===== config.mk =====
export PLATFORM = sky130hd
export DESIGN_NAME = ext_unit_pipe
export DESIGN_NICKNAME = d
export VERILOG_FILES = /design/src/rtl/ext_pkg.sv /design/src/rtl/ext_comb.sv /design/src/rtl/ext_unit_pipe.sv
export SDC_FILE = /design/constraint.sdc
export NUM_CORES = 1
export LEC_CHECK = 0
export ABC_AREA = 1
export CAP_MARGIN = 20
export CORE_UTILIZATION = 56
export CTS_CLUSTER_DIAMETER = 30
export DETAILED_ROUTE_END_ITERATION = 7
export MAX_ROUTING_LAYER = met4
export PLACE_DENSITY = 0.94
export SLEW_MARGIN = 20
export SYNTH_ARGS = -nofsm -noshare
export SYNTH_HDL_FRONTEND = slang
export SYNTH_SLANG_ARGS = --single-unit

===== constraint.sdc =====
create_clock -name clk -period 4.2 [get_ports clk]
set_input_delay 1.26 -clock clk [delete_from_list [all_inputs] [get_ports clk]]
set_output_delay 1.26 -clock clk [all_outputs]
set_load 0.01 [all_outputs]

===== src/rtl/ext_pkg.sv =====
// rtl/ext_pkg.sv - extension mode encodings and legality helper
package ext_pkg;

    localparam int MODE_W = 3;

    localparam logic [MODE_W-1:0] MODE_ZERO  = 3'd0;
    localparam logic [MODE_W-1:0] MODE_SIGN  = 3'd1;
    localparam logic [MODE_W-1:0] MODE_UPPER = 3'd2;
    localparam logic [MODE_W-1:0] MODE_SHAMT = 3'd3;

    function automatic logic is_legal_mode(input logic [MODE_W-1:0] mode);
        return (mode <= MODE_SHAMT);
    endfunction

endpackage


===== src/rtl/ext_comb.sv =====
// rtl/ext_comb.sv - combinational zero/sign/upper/shamt field extender
module ext_comb
    import ext_pkg::*;
#(
    parameter int IN_W    = 16,
    parameter int OUT_W   = 32,
    parameter int SHAMT_W = 5
) (
    input  logic [IN_W-1:0]   in_data,
    input  logic [MODE_W-1:0] in_mode,
    output logic [OUT_W-1:0]  data,
    output logic              err
);

    always_comb begin
        data = '0;
        err  = !is_legal_mode(in_mode);
        case (in_mode)
            MODE_ZERO:  data = {{(OUT_W-IN_W){1'b0}}, in_data};
            MODE_SIGN:  data = {{(OUT_W-IN_W){in_data[IN_W-1]}}, in_data};
            MODE_UPPER: data = {in_data, {(OUT_W-IN_W){1'b0}}};
            MODE_SHAMT: data = {{(OUT_W-SHAMT_W){1'b0}}, in_data[SHAMT_W-1:0]};
            default:    data = '0;
        endcase
    end

endmodule


===== src/rtl/ext_unit_pipe.sv =====
// rtl/ext_unit_pipe.sv - pipelined extension unit with main/skid output buffering
module ext_unit_pipe
    import ext_pkg::*;
#(
    parameter int IN_W    = 16,
    parameter int OUT_W   = 32,
    parameter int SHAMT_W = 5,
    parameter int CNT_W   = 8
) (
    input  logic              clk,
    input  logic              rst_n,
    input  logic              in_valid,
    output logic              in_ready,
    input  logic [IN_W-1:0]   in_data,
    input  logic [MODE_W-1:0] in_mode,
    output logic              out_valid,
    input  logic              out_ready,
    output logic [OUT_W-1:0]  out_data,
    output logic              out_err,
    output logic [CNT_W-1:0]  err_cnt
);

    logic [OUT_W-1:0] comb_data;
    logic             comb_err;

    logic             main_valid;
    logic [OUT_W-1:0] main_data;
    logic             main_err;
    logic             skid_valid;
    logic [OUT_W-1:0] skid_data;
    logic             skid_err;

    logic accept;
    logic drain;

    ext_comb #(
        .IN_W    (IN_W),
        .OUT_W   (OUT_W),
        .SHAMT_W (SHAMT_W)
    ) u_ext_comb (
        .in_data (in_data),
        .in_mode (in_mode),
        .data    (comb_data),
        .err     (comb_err)
    );

    // in_ready comes straight from a flop, so out_ready never reaches it combinationally
    assign in_ready  = !skid_valid;
    assign accept    = in_valid && in_ready;
    assign drain     = main_valid && out_ready;
    assign out_valid = main_valid;
    assign out_data  = main_data;
    assign out_err   = main_err;

    always_ff @(posedge clk or negedge rst_n) begin
        if (!rst_n) begin
            main_valid <= 1'b0;
            main_data  <= '0;
            main_err   <= 1'b0;
            skid_valid <= 1'b0;
            skid_data  <= '0;
            skid_err   <= 1'b0;
        end else if (drain) begin
            // skid full implies in_ready was low, so no accept can collide here
            if (skid_valid) begin
                main_data  <= skid_data;
                main_err   <= skid_err;
                skid_valid <= 1'b0;
            end else if (accept) begin
                main_data <= comb_data;
                main_err  <= comb_err;
            end else begin
                main_valid <= 1'b0;
            end
        end else if (accept) begin
            if (!main_valid) begin
                main_valid <= 1'b1;
                main_data  <= comb_data;
                main_err   <= comb_err;
            end else begin
                skid_valid <= 1'b1;
                skid_data  <= comb_data;
                skid_err   <= comb_err;
            end
        end
    end

    always_ff @(posedge clk or negedge rst_n) begin
        if (!rst_n) begin
            err_cnt <= '0;
        end else if (accept && comb_err && (err_cnt != {CNT_W{1'b1}})) begin
            err_cnt <= err_cnt + CNT_W'(1);
        end
    end

endmodule


==> results.md <==
* Status: finished, final reports clean
* Global-route wire length before repair at 13980 um
* Max Clk Rate at 336.8 MHz
* # resized after CTS at 0
* Slew Viols, Final at 0
* Hold path cells at 2
* Gr ovfl total at 0
* Worst skew pair latency at 0.34 ns
* Warnings, synthesis at 0
* Setup TNS at 0 ns
* Synthesized area at 3625 um2
* Cell area after layout at 4466 um2
* Number of diodes at 0
* Mapped Nets at 486
* Vias in the first global route at 3108
* Filler instances at 449
* Critical Path Sink: out_data[1]$_DFFE_PN0P_
* Pre-Repair DR Iteration Count at 5
* Worst-Margin Slew at 0.9372 ns
* Startpoint Class: input pin
* Tmin final at 2.969 ns
* Crit-path max FO at 54
* FF+latch area at 1902 um2
* Cell family with most CP delay: simple AND/OR/NAND/NOR gates
* Buf/Inv on CP at 1
* Die Y at 82.46 um
* Vias at 3327
* CP max stage delay at 0.57 ns
* GRT Util Overall at 0.2817
* Port Buf Inserts at 65
* FP Rows at 28
* CTS Hold Buffers Added at 0
* Main combinational cell family by area after synthesis: simple AND/OR/NAND/NOR gates
* Largest net degree at the start of global routing at 77
* CP startpoint: out_ready
* Worst path most repeated cell: nand2_1
* Initial DRC count at 331
* DP Area at 4263 um2
* XOR/XNOR Fraction of Synth Area at 0.007249
* Pwr Density at 635.5 nW/um2
* Clock H-tree levels at 3
* Part of the cycle the worst path needs at 0.7068
* Average wire per standard cell at 14.46 um
* Sequential-to-total area share from yosys stat at 0.5247
* Antenna-violating nets left at 0
* Clock Skew at 0.004920 ns
* Mux cell area share after synthesis at 0
* Critical path type: input pin to register
* Post-synthesis compound-gate area fraction at 0.08284
* TritonCTS clock tree: done
* CP arrival at 3.25 ns
* Critical path depth at 7
* Post-synthesis simple-gate area fraction at 0.3238
* Slowest CP cell: nand3b_4
* Inserted Clock Buffers at 9
* Worst VDD drop at 0.3880 mV
* Rel. slew slack at 0.3752
* Critical path cell sequence: clkdlybuf4s50_1, nand2_1, ha_1, nand3b_4, nor2_1, o21ai_0, nand2_1
* Synth Register Bits at 76
* Die width at 82.46 um
* Leakage power at 0.002289 uW
* Postcts setup bufs at 0
* R2r setup slk at 2.20 ns
* # clock sinks at 76
* I/O pins at 66
* Layout cells sized above 1 at 0.06130
* Placer Congestion at 0.9470
* Avg Inst Size Synth at 7.863 um2
* Vias per Instance at 5.573
* Yosys cell types at 24
* Die area at 6799 um2
* Post-Synth Adder-Cell Area at 0.006904
* Post-layout net count at 542
* P&R area growth vs syn at 23.20%
* R2R depth at 7
* Finish-stage setup viols at 0
* R2R Path End: out_data[1]$_DFFE_PN0P_
* Final WL at 8631 um
* Maxcap violations at 0
* Starting density of the core at 0.5946
* Crit. End Element: register
* DRC Markers at 0
* Initial antenna violation count at 0
* CTS clk-pin slew, worst paths at 0.08 ns
* CTS root buf: clkbuf_8
* Bufs on Longest Clock Path at 2
* Unrepaired setup endpoints after global routing: false
* FF-to-FF Start: skid_valid$_DFFE_PN0P_
* HPWL Detailed at 5711 um
* Mapped Cells at 461
* Req. time, crit path at 4.48 ns
* Core area at 6096 um2
* Final Hold Fails at 0
* Multi-input logic area at 1525 um2
* HP Class: register to register
==> synthesized netlist by cell type <==
| cell type | n | area share |
|---|---|---|
| nand2_2 | 4 | 0.0069 |
| xnor2_1 | 3 | 0.0073 |
| ha_1 | 2 | 0.0069 |
| buf_2 | 11 | 0.015 |
| dfrtp_1 | 76 | 0.52 |
| nand2_1 | 185 | 0.19 |
| nor3_1 | 1 | 0.0014 |
| o21ai_0 | 8 | 0.011 |
| buf_4 | 7 | 0.014 |
| inv_2 | 3 | 0.0031 |
| a31oi_1 | 16 | 0.028 |
| nand3b_4 | 1 | 0.0055 |
| nor2_2 | 2 | 0.0035 |
| nand4_1 | 1 | 0.0017 |
| nand3_1 | 22 | 0.030 |
| o21ai_1 | 13 | 0.018 |
| clkbuf_1 | 5 | 0.0052 |
| inv_1 | 16 | 0.017 |
| nor2_1 | 69 | 0.071 |
| nor2_4 | 1 | 0.0031 |
| nor2_8 | 1 | 0.0055 |
| a21oi_1 | 1 | 0.0014 |
| nand3_2 | 1 | 0.0028 |
| o211ai_1 | 12 | 0.025 |
==> flip-flops by register name (all words and copies together) (netlist names) <==
name        flops
out_data       32
out_valid       1
skid_data      32
out_err         1
skid_valid      1
skid_err        1
err_cnt         8
==> logic make-up after synthesis <==
kind of cell / Yosys count
fa+ha+maj: 2
simple gates: 288
compound gates: 50
buf+inv: 42
flops: 76
xor+xnor: 3
==> area by class of cell <==
type / instances / share of cell area
flip-flops and latches: 76 / 0.4259
clock inverters: 4 / 0.01065
well taps: 75 / 0.02101
clock buffers: 12 / 0.03474
inverters: 19 / 0.01597
repair buffers: 68 / 0.1502
multi-input cells: 343 / 0.3416
==> layout by cell type (no fill, tap or decap), drive strengths merged <==
cell type        n
clkbuf          12
nand3b           1
clkdlybuf4s50   64
clkinvlp         1
dfrtp           76
nand4            1
inv             19
ha               2
clkinv           2
o21ai           21
a31oi           16
bufinv           1
o211ai          12
nand2          189
nand3           23
xnor2            3
buf              4
a21oi            1
nor3             1
nor2            73
==> metal layers <==
layer	global-route usage	share of wire	vias to the layer above
li1	-	-	1574
met2	0.4372	0.48	144
met5	-	0	-
met3	0.05055	0.065	20
met4	0.1158	0.018	0
met1	0.3661	0.43	1589
==> tightest hold or removal path: stages, from the launching register on <==
cell     delay (ns)
dfrtp_1        0.35
nand2_1        0.05
nand2_1        0.05
==> stage by stage <==
stage | power, uW | setup WS (ns) | utilization | hold WS [ns] | instances
floorplan | 1812 | 2.013 | - | 0.4497 | 461
global placement | 2210 | 1.102 | 0.6993 | 0.4618 | 581
detailed placement | 2277 | 0.9308 | 0.6993 | 0.4665 | 581
CTS | 2844 | 1.271 | 0.7326 | 0.4869 | 597
global route | 3028 | 1.082 | 0.7326 | 0.5138 | 597
finish | 2838 | 1.231 | 0.7326 | 0.4844 | 597
==> power by group <==
part,internal [uW],switching [uW]
combinational,499,571
sequential,1010,189
clock,305,260
total,1820,1020
==> worst min-delay path by stage <==
| stage | startpoint | slack [ns] | endpoint |
|---|---|---|---|
| floorplan | skid_data[1]$_DFFE_PN0P_ | 0.45 | skid_data[1]$_DFFE_PN0P_ |
| global placement | skid_data[2]$_DFFE_PN0P_ | 0.46 | skid_data[2]$_DFFE_PN0P_ |
| detailed placement | skid_data[1]$_DFFE_PN0P_ | 0.47 | skid_data[1]$_DFFE_PN0P_ |
| CTS | skid_data[1]$_DFFE_PN0P_ | 0.49 | skid_data[1]$_DFFE_PN0P_ |
| global route | out_data[21]$_DFFE_PN0P_ | 0.51 | out_data[21]$_DFFE_PN0P_ |
| finish | out_data[20]$_DFFE_PN0P_ | 0.48 | out_data[20]$_DFFE_PN0P_ |
No activity file was read; power rests on OpenSTA's default activity.
